<file path="src/rtl/truth_table_sweeper_pkg.sv">
// Shared sweeper definitions: FSM encoding, widths and the pattern-order encoder.
// SWEEP_GRAY_EN selects Gray-order visiting; undefined visits patterns in binary order.
package truth_table_sweeper_pkg;

  localparam int TT_NUM_PATTERNS = 8;
  localparam int TT_IDX_W        = 3;
  localparam int TT_TIMER_W      = 8;

  typedef enum logic [1:0] {
    TT_IDLE   = 2'd0,
    TT_SETTLE = 2'd1,
    TT_SAMPLE = 2'd2,
    TT_DONE   = 2'd3
  } tt_state_e;

  // Maps the sweep index to the pattern driven onto {a,b,c}.
  function automatic logic [TT_IDX_W-1:0] tt_pattern(input logic [TT_IDX_W-1:0] idx);
`ifdef SWEEP_GRAY_EN
    return idx ^ (idx >> 1);
`else
    return idx;
`endif
  endfunction

endpackage

</file>
<file path="src/rtl/truth_table_sweeper_settle_timer.sv">
// Per-pattern settle counter: clear, count-enable, terminal flag at SETTLE_CYCLES-1.
// Flag is combinational from the registered count; no backpressure.
module truth_table_sweeper_settle_timer
  import truth_table_sweeper_pkg::*;
#(
  parameter int unsigned SETTLE_CYCLES = 4
) (
  input  logic i_clk,
  input  logic i_rst_n,
  input  logic i_clr,
  input  logic i_en,
  output logic o_tc
);

  localparam logic [TT_TIMER_W-1:0] TC_VAL = TT_TIMER_W'(SETTLE_CYCLES - 1);

  logic [TT_TIMER_W-1:0] cnt_q, cnt_d;

  always_comb begin
    cnt_d = cnt_q;
    if (i_clr) begin
      cnt_d = '0;
    end else if (i_en) begin
      cnt_d = cnt_q + TT_TIMER_W'(1);
    end
  end

  always_ff @(posedge i_clk or negedge i_rst_n) begin
    if (!i_rst_n) begin
      cnt_q <= '0;
    end else begin
      cnt_q <= cnt_d;
    end
  end

  assign o_tc = (cnt_q == TC_VAL);

endmodule

</file>
<file path="src/rtl/truth_table_sweeper.sv">
// Sweeps all 8 {a,b,c} patterns, samples y after a settle time and checks the truth table (SWEEP_GRAY_EN: Gray order).
// Done rises 8*(SETTLE_CYCLES+1)+1 clocks after start; start while busy is ignored.
module truth_table_sweeper
  import truth_table_sweeper_pkg::*;
#(
  parameter int unsigned SETTLE_CYCLES = 4,
  parameter logic [7:0]  EXPECTED      = 8'b1110_1000
) (
  input  logic       i_clk,
  input  logic       i_rst_n,
  input  logic       i_start,
  input  logic       i_y,
  output logic       o_a,
  output logic       o_b,
  output logic       o_c,
  output logic       o_busy,
  output logic       o_done,
  output logic       o_pass,
  output logic [7:0] o_table,
  output logic [7:0] o_err_mask
);

  localparam logic [TT_IDX_W-1:0] LAST_IDX = TT_IDX_W'(TT_NUM_PATTERNS - 1);

  tt_state_e                  state_q, state_d;
  logic [TT_IDX_W-1:0]        idx_q, idx_d;
  logic [TT_IDX_W-1:0]        pat_q, pat_d;
  logic [TT_NUM_PATTERNS-1:0] table_q, table_d;
  logic [TT_NUM_PATTERNS-1:0] err_q, err_d;
  logic                       busy_q, busy_d;
  logic                       done_q, done_d;
  logic                       pass_q, pass_d;
  logic                       start_sweep;
  logic                       tmr_clr, tmr_en, tmr_tc;

  truth_table_sweeper_settle_timer #(
    .SETTLE_CYCLES(SETTLE_CYCLES)
  ) u_timer (
    .i_clk  (i_clk),
    .i_rst_n(i_rst_n),
    .i_clr  (tmr_clr),
    .i_en   (tmr_en),
    .o_tc   (tmr_tc)
  );

  always_comb begin
    state_d     = state_q;
    idx_d       = idx_q;
    pat_d       = pat_q;
    table_d     = table_q;
    err_d       = err_q;
    busy_d      = busy_q;
    done_d      = done_q;
    pass_d      = pass_q;
    start_sweep = 1'b0;
    tmr_clr     = 1'b0;
    tmr_en      = 1'b0;

    case (state_q)
      TT_IDLE: start_sweep = i_start;
      TT_SETTLE: begin
        if (tmr_tc) state_d = TT_SAMPLE;
        else        tmr_en  = 1'b1;
      end
      TT_SAMPLE: begin
        table_d[pat_q] = i_y;
        tmr_clr        = 1'b1;
        if (idx_q == LAST_IDX) begin
          state_d = TT_DONE;
        end else begin
          idx_d   = idx_q + TT_IDX_W'(1);
          pat_d   = tt_pattern(idx_q + TT_IDX_W'(1));
          state_d = TT_SETTLE;
        end
      end
      TT_DONE: begin
        // First DONE cycle publishes results from the completed table; restart only after that.
        if (!done_q) begin
          done_d = 1'b1;
          busy_d = 1'b0;
          pass_d = (table_q == EXPECTED);
          err_d  = table_q ^ EXPECTED;
        end else begin
          start_sweep = i_start;
        end
      end
      default: state_d = TT_IDLE;
    endcase

    if (start_sweep) begin
      state_d = TT_SETTLE;
      idx_d   = '0;
      pat_d   = tt_pattern('0);
      table_d = '0;
      err_d   = '0;
      busy_d  = 1'b1;
      done_d  = 1'b0;
      pass_d  = 1'b0;
      tmr_clr = 1'b1;
    end
  end

  always_ff @(posedge i_clk or negedge i_rst_n) begin
    if (!i_rst_n) begin
      state_q <= TT_IDLE;
      idx_q   <= '0;
      pat_q   <= '0;
      table_q <= '0;
      err_q   <= '0;
      busy_q  <= 1'b0;
      done_q  <= 1'b0;
      pass_q  <= 1'b0;
    end else begin
      state_q <= state_d;
      idx_q   <= idx_d;
      pat_q   <= pat_d;
      table_q <= table_d;
      err_q   <= err_d;
      busy_q  <= busy_d;
      done_q  <= done_d;
      pass_q  <= pass_d;
    end
  end

  assign o_a        = pat_q[2];
  assign o_b        = pat_q[1];
  assign o_c        = pat_q[0];
  assign o_busy     = busy_q;
  assign o_done     = done_q;
  assign o_pass     = pass_q;
  assign o_table    = table_q;
  assign o_err_mask = err_q;

endmodule

</file>
<file path="config.mk">
export PLATFORM = sky130hd
export DESIGN_NAME = truth_table_sweeper
export DESIGN_NICKNAME = d
export VERILOG_FILES = /design/src/rtl/truth_table_sweeper_pkg.sv /design/src/rtl/truth_table_sweeper_settle_timer.sv /design/src/rtl/truth_table_sweeper.sv
export SDC_FILE = /design/constraint.sdc
export NUM_CORES = 1
export LEC_CHECK = 0
export CORE_ASPECT_RATIO = 1.1
export CORE_UTILIZATION = 60
export DETAILED_ROUTE_END_ITERATION = 8
export DONT_BUFFER_PORTS = 1
export GPL_TIMING_DRIVEN = 0
export PLACE_DENSITY = 0.76
export SETUP_SLACK_MARGIN = 0.3
export SLEW_MARGIN = 20
export SYNTH_ARGS = -nofsm -noshare
export SYNTH_HDL_FRONTEND = slang
export SYNTH_SLANG_ARGS = --single-unit
</file>
<file path="constraint.sdc">
create_clock -name i_clk -period 2 [get_ports i_clk]
set_input_delay 0.5 -clock i_clk [delete_from_list [all_inputs] [get_ports i_clk]]
set_output_delay 0.5 -clock i_clk [all_outputs]
set_load 0.01 [all_outputs]
</file>
# Word-level counts from Yosys, hierarchy flattened
# Index checks and enable logic that the tools add are counted.
# totals
regBits	32
out_inout_bits	22
in_bits	4
elab_cells	62
# op_classes
n_eq_ne	9
reduce_logical	9
bitwise	1
addsub	2
muxes	31
n_lt_le_gt_ge	2
# ops
operator	n
8-bit two-way mux	7
1-bit two-way mux	14
3-bit two-way mux	3
8-bit by 1-bit adder with 8-bit output (second input constant)	1
8-bit bitwise mux	1
8-bit by 2-bit == test with 1-bit output (second input constant)	1
8-bit == test (second input constant)	1
2-bit two-way mux	3
2-bit AND reduction	3
2-bit nonzero test	3
2-bit == test (second input constant)	2
3-bit by 4-bit < comparator with 1-bit output (second input constant)	1
4-bit inverter	1
2-bit case mux with 2 select lines	1
3-bit by 1-bit adder with 3-bit output (second input constant)	1
1-bit demux with 3-bit select	1
3-bit == test (second input constant)	1
3-bit by 1-bit >= comparator with 1-bit output (second input constant)	1
3-bit inequality test (second input constant)	1
3-bit nonzero test	1
2-bit by 1-bit == test with 1-bit output (second input constant)	1
2-bit logical NOT	1
2-bit by 1-bit inequality test with 1-bit output (second input constant)	1
2-bit inequality test (second input constant)	1
2 further kinds	2

# Longest topological paths before layout
# Gate-level depths: netlist of the first run.
# logic_depth
ltp_word	7
ltp_mapped	7
depth_no_buf	5

# Cells and area by module
# From an unflattened synthesis of the first run, not the netlist that was laid out.
# hier_totals
cells_unflattened	160
area_unflattened_um2	1684.1
# modules_own_cells
module	seq_area_each_um2	area_per_inst_um2	n_inst	cells_each
truth_table_sweeper	600.6	1272.5	1	120
truth_table_sweeper_settle_timer	200.2	411.6	1	40

# Worst setup path after synthesis of the first run
# OpenSTA, ideal clock, no wires.
# synth_path
path_kind	register -> register
startpoint	register state_q[0]
endpoint	register table_q[2] (netlist: o_table[2])
arrival_time_ns	1.450
stages_incl_launch_ff	8
t_required_ns	1.879
n_path_buf	2
setup_time_ns	0.121
period_less_slack_ns	1.571
slack_ns	0.429
path_cell_list	dfrtp_1 inv_1 ha_1 nand2b_1 clkbuf_1 nor2_1 buf_2 nor2_1
# synth_between
elab_chain_cells	3
word_cells_on_any_way	6
classes_between	2 x eq/ne; 2 x mux; 2 x reduce/logical
# synth_rtl
element	line	text
start, declared	truth_table_sweeper.sv:25	tt_state_e state_q, state_d;
start signal, assigned	truth_table_sweeper.sv:114	state_q <= state_d;
2-bit == test / 2-bit logical NOT (equally long branches)	truth_table_sweeper.sv:59	case (state_q)
1-bit case mux with 2 select lines	truth_table_sweeper.sv:59	
8-bit two-way mux / 2-bit nonzero test (equally long branches)	--	
end signal, assigned	truth_table_sweeper.sv:117	table_q <= table_d;
end, declared	truth_table_sweeper.sv:28	logic [TT_NUM_PATTERNS-1:0] table_q, table_d;
# Parallel ways exist; a longest one is shown, timed or not.
# A chain may end at the register's enable or synchronous reset.

# Worst setup path in the final report of the first run
# layout_path
startpoint	register state_q[0]
endpoint	register table_q[1] (netlist: o_table[1])
# Same word-level chain as after synthesis.

==> summary.txt, run 1 <==
Global route
  – Initial antenna violation count: 0
  – Largest net degree at the start of global routing: 33
  – First-pass GRT wire length: a little over 6 mm
  – Grt total ovfl: 0
  – Vias in the first global route: 1340
  – Total track usage: between 20% and 30%

Timing
  – Worst hold slack: roughly 0.6 ns
  – Actual slew at the worst max-slew pin: 0.5749 ns
  – Final worst-path cycle share: between 70% and 80%
  – Max-Slew Margin vs Limit: 61.38%
  – # setup viols final: 0
  – Final Worst Setup Slack: 0.4085 ns
  – TNS Setup: 0 ns
  – RSZ-0062 raised after global routing: yes
  – Period minus WS final: 1.591 ns
  – Fmax: 628.4 MHz
  – Clk_skew: roughly 0.012 ns
  – Slew Viols, Final: 0
  – Hold Vio Cnt, Final: 0

Power and ir drop
  – Pwr/cell area: 1279 nW/um^2
  – Total power: 2.397 mW
  – Peak VDD IR: 0.9440 mV
  – Pleak: 0.8601 nW

Worst hold path
  – Hold_sp: o_err_mask[3]$_DFFE_PN0P_
  – Path category of the worst min-delay check: flop to flop
  – Hold depth: 2
  – Hold EP: o_err_mask[3]$_DFFE_PN0P_

Yosys
  – Seq cells post-synth: 32
  – Mapped Area: 1665 um^2
  – Post-synth EDFFs: 0
  – Ys async rst share: 100.0%
  – Yosys warns: 0
  – Sequential share of the synthesized area: between 40% and 50%
  – Post-synth cell types: 35
  – Most used DFF post-synth: dfrtp_1
  – Syn Inst Count: 164
  – Mapped Nets: 175
  – Post-Syn Area per Cell: around 10 um^2

Placed design
  – Placed instance area: 1704 um^2
  – Gpl congestion: 0.8018
  – Post-DP HPWL: 2.460 mm
  – Number of port buffers: 0
  – Setup WS pre-CTS: 0.1241 ns

Setup path
  – R2R Path Start: state_q[0]$_DFFE_PN0P_
  – FF-to-FF End: o_table[1]$_DFFE_PN0P_
  – Depth of the most critical reg-to-reg path: 6
  – CP Capture Type: flop
  – CP Class: flop to flop
  – Startpoint Class: flop
  – Critical path peak fanout: 10
  – Required @ worst endpoint: between 2 and 2.5 ns
  – Internal reg-to-reg setup slack: 0.41 ns
  – Critical path data arrival time: 1.81 ns

Route
  – Post-DR wirelength/cell: ~17 um
  – Post-route DRC: 0
  – Number of routed nets with antenna violations: 0
  – Vias/cell: 6.058
  – Iter 0 DRT Violations: 35
  – DRT Wirelength: 3.537 mm
  – TritonRoute pass-1 iters: 4
  – Vias post-DR: between 1k and 1.5k

Floorplanning
  – Num ports: 26
  – Die W: 52.23 um
  – DIE HEIGHT: 57.26 um
  – Rows: 19
  – Area of the core: 2567 um^2
  – Die area: 2990 um^2
  – Initial core utilization: 64.86%

Clock network
  – Root Buffer: clkbuf_4
  – Clock-pin slew on the worst setup and hold paths: roughly 0.10 ns
  – Num CTS Buffers: 5
  – Clock insertion delay at the later pin of the skew report: 0.33 ns
  – H-Tree Depth: 2
  – Clock Sink Count: 32
  – Clock Tree Buf Depth: 2
  – CTS tree: built

Cells and area
  – Fin nets: 187
  – Synth-to-Final Area Change: 12.47%
  – Layout cell share with drive strength beyond 1: between 10% and 20%
  – Most common cell after layout, fill and taps aside: dfrtp_1
  – Antenna diode count: 0
  – Most frequent cells in the layout: dfrtp_1 (32), nand2_1 (16), nor2_1 (15)
  – Post-Layout Inst Area: 1873 um^2

Run
  – Max cap viols: 0

Outcome
  – Status: completed
==> per-layer routing <==
layer	part of all wire [%]	up-vias	GRT usage (%)
li1	-	604	-
met2	52	40	47.25
met4	2.5	0	12.78
met3	5.5	12	7.733
met1	40	604	31.27
met5	0	-	0
==> cell type report <==
| cell class | instances | area, um^2 |
|---|---|---|
| buffer | 11 | 63.81 |
| clock buffer | 6 | 41.29 |
| clock inverter | 2 | 35.03 |
| fill | 195 | 694.4 |
| inverter | 4 | 15.01 |
| multi-input combinational | 117 | 825.8 |
| sequential | 32 | 800.8 |
| tap | 31 | 38.79 |
| timing repair buffer | 5 | 52.55 |
==> registers in the layout, indices dropped and copies added, names as in the netlist <==
name / cells
o_table: 8
pat_q: 3
u_timer.cnt_q: 8
o_pass: 1
o_busy: 1
o_err_mask: 8
o_done: 1
state_q: 2
==> report_power, final <==
part           switching [mW]  internal (mW)  leakage [nW]
Sequential              0.247          0.818         0.422
Combinational           0.483          0.367         0.396
Clock                   0.219          0.262        0.0422
==> synth_stat cells (all sizes together) (2+ instances only) <==
| cell | number | share of area [%] |
|---|---|---|
| nor4b | 3 | 2.9 |
| nor2 | 16 | 3.6 |
| mux2i | 12 | 7.2 |
| o21ai | 5 | 1.5 |
| clkbuf | 7 | 1.6 |
| nor2b | 2 | 0.75 |
| and3 | 2 | 0.75 |
| or3 | 3 | 1.1 |
| and4bb | 3 | 2.3 |
| xor2 | 2 | 1.1 |
| nand4b | 3 | 1.6 |
| nand3 | 3 | 0.90 |
| nand4 | 5 | 1.9 |
| o211ai | 4 | 1.8 |
| nand2 | 16 | 3.6 |
| buf | 4 | 1.2 |
| dfrtp | 32 | 48 |
| a211o | 2 | 1.1 |
| inv | 4 | 0.90 |
| a21oi | 14 | 4.4 |
| ha | 7 | 5.3 |
| nand2b | 6 | 2.3 |
==> kinds of logic after synthesis <==
kind of cell	synth area share [%]
AND/OR/NAND/NOR	22.46
flip-flops	48.08
AO/OA/AOI/OAI	11.05
buffers and inverters	3.682
multiplexers	7.889
adder cells (fa/ha/maj)	5.259
XOR/XNOR	1.578
==> critical path, stage by stage (launching register included) <==
cell and delay (ns):
dfrtp_1 0.42, inv_1 0.10, ha_1 0.23, clkbuf_4 0.23
and4bb_2 0.26, mux2i_1 0.19, nor2_1 0.06
==> per-stage QoR <==
stage / instances / utilization (%)
after global placement: 195 / 66.37
after detailed placement: 195 / 66.37
final: 208 / 72.95
after CTS: 207 / 71.59
after global routing: 208 / 72.95
after floorplan: 164 / -
==> worst max path at each step <==
stage | startpoint | end | slack, ns | depth (start not counted)
6_report | state_q[0]$_DFFE_PN0P_ | o_table[1]$_DFFE_PN0P_ | 0.41 | 6
5_1_grt | state_q[1]$_DFFE_PN0P_ | u_timer.cnt_q[3]$_DFFE_PN0P_ | 0.28 | 6
4_1_cts | state_q[1]$_DFFE_PN0P_ | o_pass$_DFFE_PN0P_ | 0.37 | 7
3_5_place_dp | state_q[0]$_DFFE_PN0P_ | o_pass$_DFFE_PN0P_ | 0.12 | 7
3_3_place_gp | state_q[0]$_DFFE_PN0P_ | o_table[6]$_DFFE_PN0P_ | 0.23 | 7
2_1_floorplan | state_q[0]$_DFFE_PN0P_ | o_table[2]$_DFFE_PN0P_ | 0.43 | 7
==> repair_timing <==
action | 4_1_cts | 5_1_grt
gates resized for setup | 5 | 8
buffers inserted | 2 | 1
pin swaps | 1 | 0
endpoints found under the setup margin | 26 | 26
hold buffers | 2 | 0
hold endpoints to repair | 32 | 0
Note: power is estimated with default switching activity, not from simulation.
==> run 2, diff against run 1 <==
==> constraint.sdc (replaced) <==
create_clock -name i_clk -period 1.55 [get_ports i_clk]
set_input_delay 0.3875 -clock i_clk [delete_from_list [all_inputs] [get_ports i_clk]]
set_output_delay 0.3875 -clock i_clk [all_outputs]
set_load 0.01 [all_outputs]
==> summary.txt, run 2 (synthesized netlist as in run 1, its figures left out) <==
Cells and area
  – Synth-to-Final Area Change: 28.70%
  – Antenna diode count: 0
  – Fin nets: 197
  – Most frequent cells in the layout: dfrtp_1 (27), nand2_1 (15), mux2i_1 (12), a21oi_2 (12), nor2_2 (10)
  – Fin cells: 218
  – Filler cells: 147
  – Post-route core utilization: between 80% and 90%
  – Most common cell after layout, fill and taps aside: dfrtp_1
  – Layout cell share with drive strength beyond 1: 43.32%

Timing
  – Max-Slew Margin vs Limit: between 70 and 80%
  – Hold Vio Cnt, Final: 0
  – Slew Viols, Final: 0
  – Period minus WS final: roughly 1.6 ns
  – Fmax: 629.0 MHz
  – Actual slew at the worst max-slew pin: 0.4119 ns
  – Final Worst Setup Slack: -0.03972 ns
  – # setup viols final: 22
  – Final worst-path cycle share: 102.6%
  – RSZ-0062 raised after global routing: yes
  – Clk_skew: roughly 0.007 ns

Global route
  – Total track usage: between 20% and 30%
  – Vias in the first global route: 1367
  – First-pass GRT wire length: 6.285 mm
  – Grt total ovfl: 0
  – Largest net degree at the start of global routing: 33
  – Initial antenna violation count: 0

Worst hold path
  – Hold_sp: i_start
  – Hold EP: u_timer.cnt_q[4]$_DFFE_PN0P_
  – Hold depth: 4
  – Path category of the worst min-delay check: input pin to flop

Floorplanning
  – DIE HEIGHT: 57.26 um
  – Area of the core: 2567 um^2
  – Num ports: 26
  – Rows: 19
  – Initial core utilization: 64.86%
  – Die area: 2990 um^2
  – Die W: between 50 and 60 um

Setup path
  – Slowest stage delay, CP: 0.42 ns
  – CP Buf/Inv Count: 2
  – Slowest-stage cell, CP: dfrtp_1
  – Internal reg-to-reg setup slack: -0.04 ns
  – R2R Path Start: state_q[1]$_DFFE_PN0P_
  – Critical Path Start: state_q[1]$_DFFE_PN0P_
  – Critical path data arrival time: 1.83 ns
  – CP Cell Sequence: buf_4 > ha_2 > a21oi_4 > nor2_4 > buf_4 > a21o_1
  – Most used cell along the critical path: buf_4
  – Startpoint Class: flop
  – Required @ worst endpoint: 1.79 ns
  – CP Class: flop to flop
  – Depth of the most critical reg-to-reg path: 6
  – CP Capture Type: flop
  – Critical path peak fanout: 7
  – FF-to-FF End: o_busy$_DFFE_PN0P_
  – Largest delay share family, worst path: compound AO/OA/AOI/OAI gates

Power and ir drop
  – Total power: about 3.6 mW
  – Pleak: 0.8992 nW
  – Pwr/cell area: ~1700 nW/um^2
  – Peak VDD IR: 1.346 mV

Outcome
  – Status: complete, but fails checks
  – Failing checks: setup timing

Route
  – Post-route DRC: 0
  – TritonRoute pass-1 iters: 4
  – Iter 0 DRT Violations: 21
  – Vias/cell: between 6 and 7
  – Post-DR wirelength/cell: 18.76 um
  – DRT Wirelength: 4.089 mm
  – Vias post-DR: 1341
  – Number of routed nets with antenna violations: 0

Clock network
  – H-Tree Depth: 2
  – Clock-pin slew on the worst setup and hold paths: 0.11 ns
  – Clock Tree Buf Depth: 2
  – Clock Sink Count: 32
  – CTS tree: built
  – Root Buffer: clkbuf_4
  – Clock insertion delay at the later pin of the skew report: 0.35 ns
  – Num CTS Buffers: 5

Placed design
  – Post-DP HPWL: 2.278 mm
  – Number of port buffers: 0
  – Setup WS pre-CTS: between 0.009 and 0.01 ns
  – Placed Cells incl. Taps: 195
  – Gpl congestion: 0.7544

Run
  – Max cap viols: 0
==> run 2: changes by cell type in the layout (fill, tap and decap cells not counted), sizes merged <==
cell	previous run	this run
clkinvlp	0	1
clkbuf	14	12
buf	7	18
clkinv	1	3
bufinv	1	0
inv	4	3
==> run 2: worst min-delay path, stage by stage <==
cell and delay, ns:
nand2b_4 0.05, clkbuf_16 0.15, o21ai_4 0.09, nor2_2 0.08
==> run 2: power breakdown <==
part	internal, mW	total, mW	leakage (nW)	switching (mW)
Sequential	1.06	1.38	0.416	0.317
Clock	0.174	0.488	0.0349	0.314
Combinational	0.819	1.69	0.448	0.874
Total	2.06	3.56	0.899	1.51
==> run 2: stage by stage <==
step                setup TNS (ns)  area (um^2)  hold WS, ns
detailed placement               0         1774      0.09249
CTS                              0         1988       0.4374
finish                     -0.4393         2143       0.4574
global route                -1.726         2143       0.4660
floorplan                        0         1735      0.09191
global placement                 0         1774      0.09251
==> run 2: worst max-delay path by stage <==
| stage | end | slack, ns | cells after the start |
|---|---|---|---|
| detailed placement | u_timer.cnt_q[7]$_DFFE_PN0P_ | 0.01 | 6 |
| finish | o_busy$_DFFE_PN0P_ | -0.04 | 6 |
| global placement | u_timer.cnt_q[3]$_DFFE_PN0P_ | 0.05 | 6 |
| global route | o_busy$_DFFE_PN0P_ | -0.09 | 6 |
| CTS | o_err_mask[0]$_DFFE_PN0P_ | 0.01 | 7 |
| floorplan | o_pass$_DFFE_PN0P_ | 0.16 | 7 |
==> run 2: area by class of cell <==
| cell class | count | area [um^2] | share of cell area, % |
|---|---|---|---|
| clock buffer | 5 | 37.54 | 1.751 |
| tap | 31 | 38.79 | 1.810 |
| clock inverter | 3 | 18.77 | 0.8757 |
| buffer | 11 | 95.09 | 4.437 |
| sequential | 32 | 807.0 | 37.65 |
| inverter | 4 | 21.27 | 0.9924 |
| timing repair buffer | 15 | 142.6 | 6.655 |
| multi-input combinational | 117 | 982.2 | 45.83 |
==> run 2: repair_timing <==
action / 4_1_cts / 5_1_grt
resized for setup: 17 / 35
cloned: 2 / 0
endpoints found under the setup margin: 32 / 35
hold endpoints to repair: 32 / 0
hold buffers: 2 / 0
setup buffers: 6 / 5
pin swaps: 3 / 7
==> run 2: metal layers <==
layer | vias up | routed length (um) | global-route usage (%)
met4 | 0 | 75 | 10.90
li1 | 622 | - | -
met2 | 43 | 2153 | 51.47
met3 | 9 | 234 | 10.93
met5 | - | 0 | 0
met1 | 667 | 1625 | 31.24
==> RTL edit 1, RTL diff (flow settings as in run 2) <==
`TT_TIMER_W`: 8 -> 6.
--- a/src/rtl/truth_table_sweeper_pkg.sv
+++ b/src/rtl/truth_table_sweeper_pkg.sv
@@ -5,5 +5,5 @@
   localparam int TT_NUM_PATTERNS = 8;
   localparam int TT_IDX_W        = 3;
-  localparam int TT_TIMER_W      = 8;
+  localparam int TT_TIMER_W      = 6;
 
   typedef enum logic [1:0] {
Behaviour: no difference found for any inputs over 10 cycles, from zero or initial values and one cycle with i_rst_n low; that may be too few to reach the edited logic, so the function may still have changed.
==> RTL edit 1 against run 2 <==
The flow still finishes with violations (setup timing); sequential cell count decreased by 2; sequential share of layout area decreased by 0.45 points; wire length decreased by 2.2%; maximum frequency increased by 2.5%; final area decreased by 5.4%; synthesized area decreased by 6.3%; via count decreased by 6.2%; clock skew decreased by 0.73 ps; worst setup slack improved by 39 ps; power increased by 13%; critical endpoint is now o_table[2]$_DFFE_PN0P_; largest cell class unchanged; largest power group unchanged.
==> RTL edit 1: results (changes against run 2) <==
result of the run=complete, but fails checks; failing checks=setup timing; placed instance area=1630 um2 (-8.0%); DP Worst Slack=-79.4 ps (-89.2 ps); post-CTS setup buffers=8 (+2); Synth Area per Inst=10.5 um2 (+3.1%); Setup Skew=6.25 ps (-0.725 ps); Total Power Consumption=0.00403 W (+13%); clock slew at the register clock pins of the worst setup and hold paths=90 ps (-20 ps); worst path setup slack after routing=-0.936 ps (+38.8 ps); detailed-route wire length on metal 1=1.59 mm (-2.2%); global-route wire length before repair=5.94 mm (-5.5%); net total in the final layout=183 (-7.1%); pin slew with the least headroom to its limit=389 ps (-22.6 ps); Max VDD drop=1.61 mV (+19%); initial DRC count=34 (+62%); slowest library cell on the worst path=dfrtp_2; maximum number of pins on one net before global-route repair=31 (-6.1%); post-cts gate resize count=19 (+2); cell internal power dissipation=0.00240 W (+16%); arrival time reported for the critical path endpoint=1760 ps (-70 ps); Yosys cell types=41 (+17%); Post-DP HPWL=2.20 mm (-3.3%); cell leakage power=0.881 nW (-2.0%); Met3 Wirelength=200 um (-15%); delay of the slowest cell on the worst path=460 ps (+40 ps); met3 usage in global routing=0.110 (+0.000860); main area contributors after synthesis=dfrtp_1, mux2i_1, ha_1, nand2_1, a21oi_1; final setup violating endpoints=2 (-91%)
RTL edit 1: changes by cell type in the layout (fill, tap and decap cells not counted), sizes merged, moves of 2 or more:
| cell | delta |
|---|---|
| or3 | -2 |
| clkinv | -3 |
| nand3 | -2 |
| buf | +4 |
| a21oi | -3 |
| o21ai | -3 |
| nor2 | -2 |
| and4bb | -3 |
| and3 | -2 |
| nand4 | -2 |
| a211oi | +2 |
| nor4bb | +3 |
| clkbuf | -2 |
| dfrtp | -2 |
RTL edit 1: cell type report:
type	count	area, um2
Fill cell	153	444
Sequential cell	30	754
Inverter	4	20.0
Buffer	10	77.6
Timing Repair Buffer	16	166
Multi-Input combinational cell	105	896
Clock buffer	7	45.0
Clock inverter	1	30.0
Tap cell	31	38.8
RTL edit 1: cell families after synthesis:
logic type | after synthesis | synth area share
AOI/OAI and AO/OA | 26 | 0.118
xor gates and xnor gates | 3 | 0.0168
adders and majority gates | 7 | 0.0561
buffers and inverters | 14 | 0.0417
DFF | 30 | 0.481
muxes | 13 | 0.0842
and+or+nand+nor | 56 | 0.202
RTL edit 1: final timing paths:
kind                                   startpoint                            to  slack, ps  cells after the start
max                        state_q[0]$_DFFE_PN0P_        o_table[2]$_DFFE_PN0P_       -0.9                      8
min                                           i_y        o_table[1]$_DFFE_PN0P_        480                      3
max reg2reg                state_q[0]$_DFFE_PN0P_        o_table[2]$_DFFE_PN0P_       -0.9                      8
min reg2reg                    o_busy$_DFFE_PN0P_            o_busy$_DFFE_PN0P_        570                      1
max in group asynchronous                 i_rst_n            o_done$_DFFE_PN0P_        880                      2
min in group asynchronous                 i_rst_n  u_timer.cnt_q[1]$_DFFE_PN0P_        500                      2
==> RTL edit 2, RTL diff (settings of run 2) <==
Made on the original files. Register the inputs `i_start` and `i_y` before use, with the module's reset. The logic sees them one clock later.
--- a/src/rtl/truth_table_sweeper.sv
+++ b/src/rtl/truth_table_sweeper.sv
@@ -22,4 +22,17 @@
 
   localparam logic [TT_IDX_W-1:0] LAST_IDX = TT_IDX_W'(TT_NUM_PATTERNS - 1);
+
+  logic i_start_q;
+  logic i_y_q;
+
+  always_ff @(posedge i_clk or negedge i_rst_n) begin
+    if (!i_rst_n) begin
+      i_start_q <= '0;
+      i_y_q     <= '0;
+    end else begin
+      i_start_q <= i_start;
+      i_y_q     <= i_y;
+    end
+  end
 
   tt_state_e                  state_q, state_d;
@@ -58,5 +71,5 @@
 
     case (state_q)
-      TT_IDLE: start_sweep = i_start;
+      TT_IDLE: start_sweep = i_start_q;
       TT_SETTLE: begin
         if (tmr_tc) state_d = TT_SAMPLE;
@@ -64,5 +77,5 @@
       end
       TT_SAMPLE: begin
-        table_d[pat_q] = i_y;
+        table_d[pat_q] = i_y_q;
         tmr_clr        = 1'b1;
         if (idx_q == LAST_IDX) begin
@@ -82,5 +95,5 @@
           err_d  = table_q ^ EXPECTED;
         end else begin
-          start_sweep = i_start;
+          start_sweep = i_start_q;
         end
       end
Check against the original RTL: not equivalent (a bounded check fails within 4 cycles, from zero or initial values and one cycle with i_rst_n low).
==> RTL edit 2 against run 2 <==
The run still ends with setup timing left; sequential cell count up 2; die area up 2.9%; synthesized area increased by 3.0%; wire length up 18%; clock power grew 34%; count of clock-buffer cells in the layout stayed put; worst setup slack got worse by 93 ps; final area rose by 8.0%; power rose by 10%; largest power group unchanged.
==> RTL edit 2: results (changes against run 2) <==
net total in the final layout=207 (+5.1%); failing checks=setup timing; sequential-to-total area share from yosys stat=0.496 (+0.0151); antenna violations before repair=0 (unchanged); Cells after DPL=197 (+1.0%); maximum number of pins on one net before global-route repair=35 (+6.1%); detailed-route wire length per cell=21.1 um (+12%); Post-DP HPWL=2.43 mm (+6.5%); result of the run=complete, but fails checks; number of global-route vias before repair=1488 (+8.9%); root buf cell=clkbuf_4; Cells after Synth=166 (+1.2%); final WL=4.81 mm (+18%); CTS H-tree depth=2 (unchanged); final setup violating endpoints=29 (+32%); via density per instance=6.50 (+5.6%); pin slew with the least headroom to its limit=435 ps (+22.9 ps); last weighted congestion value of the routability-driven placer=0.776 (+2.9%); Syn Nets=177 (+1.1%); R2R cell count=7 (+1); Max VDD drop=1.48 mV (+9.8%); DP Worst Slack=-44.1 ps (-53.9 ps); cell leakage power=0.993 nW (+10%); global-route wire length before repair=6.82 mm (+8.6%); Setup Skew=10.9 ps (+3.90 ps); top post-synthesis cells by count=dfrtp_1, nand2_1, nor2_1; Tot GR Track Use=0.315 (+0.0230); end point of the critical path=u_timer.cnt_q[1]$_DFFE_PN0P_; initial DRC count=59 (+180%); insertion delay to the later sink of the worst-skew pair=350 ps (about the same); worst path setup slack after routing=-133 ps (-93.3 ps); kind of critical path=reg -> reg
## RTL edit 2: timing repair
item,4_1_cts,5_1_grt
resized for setup,32,21
setup endpoints to repair,33,32
endpoints found under the hold margin,34,0
setup buffers,14,5
gates cloned,2,0
hold buffers,2,0
pin swaps,11,7
## RTL edit 2: worst min path at each step
stage	end	slack, ps	cells past startpoint
final	i_start_q$_DFF_PN0_	60	0
after global routing	i_start_q$_DFF_PN0_	40	0
after CTS	i_y_q$_DFF_PN0_	60	0
after detailed placement	i_start_q$_DFF_PN0_	90	0
after global placement	i_start_q$_DFF_PN0_	90	0
after floorplan	i_start_q$_DFF_PN0_	90	0
## RTL edit 2: power breakdown
part	total [W]	internal (W)	switching, W
sequential	0.00137	0.00109	0.000276
combinational	0.00190	0.000939	0.000965
clock	0.000652	0.000334	0.000318
total	0.00392	0.00236	0.00156
## RTL edit 2: layout make-up
cell class | count | area (um2)
Buffer | 11 | 96.3
Clock buffer | 5 | 37.5
Clock inverter | 3 | 40.0
Fill cell | 117 | 300
Inverter | 4 | 17.5
Multi-Input combinational cell | 117 | 1000
Sequential cell | 34 | 853
Tap cell | 31 | 38.8
Timing Repair Buffer | 23 | 228
## RTL edit 2: metal layers
metal / wire length, um / track usage
met1: 1790 / 0.367
met2: 2550 / 0.546
met3: 307 / 0.0945
met4: 158 / 0.102
met5: 0 / 0
## RTL edit 2: worst max-delay path, stage by stage, from the launching register on
cell	delay, ps
dfrtp_1	440
inv_2	120
ha_4	210
nand2b_4	150
clkbuf_16	160
buf_12	120
o211ai_1	230
mux2i_1	130
## RTL edit 2: logic make-up (layout without fill, tap and decap cells)
logic type                 after synthesis  after routing  synth area share
AOI/OAI and AO/OA                       30             30             0.107
xor gates and xnor gates                 3              3            0.0153
buffers and inverters                   15             46            0.0357
adders and majority gates                7              7            0.0511
DFF                                     34             34             0.496
and+or+nand+nor                         64             64             0.218
muxes                                   13             13            0.0766
## RTL edit 2: through the flow
stage / hold WS (ps) / utilization / setup TNS (ps) / total power [W] / instance area, um2
after detailed placement: 92.6 / 0.698 / -118 / 0.00243 / 1820
final: 56.5 / 0.885 / -1410 / 0.00392 / 2310
after floorplan: 91.9 / - / 0 / 0.00218 / 1790
after global placement: 92.6 / 0.698 / 0 / 0.00237 / 1820
after global routing: 44.6 / 0.885 / -2050 / 0.00410 / 2310
after CTS: 55.4 / 0.842 / 0 / 0.00362 / 2200
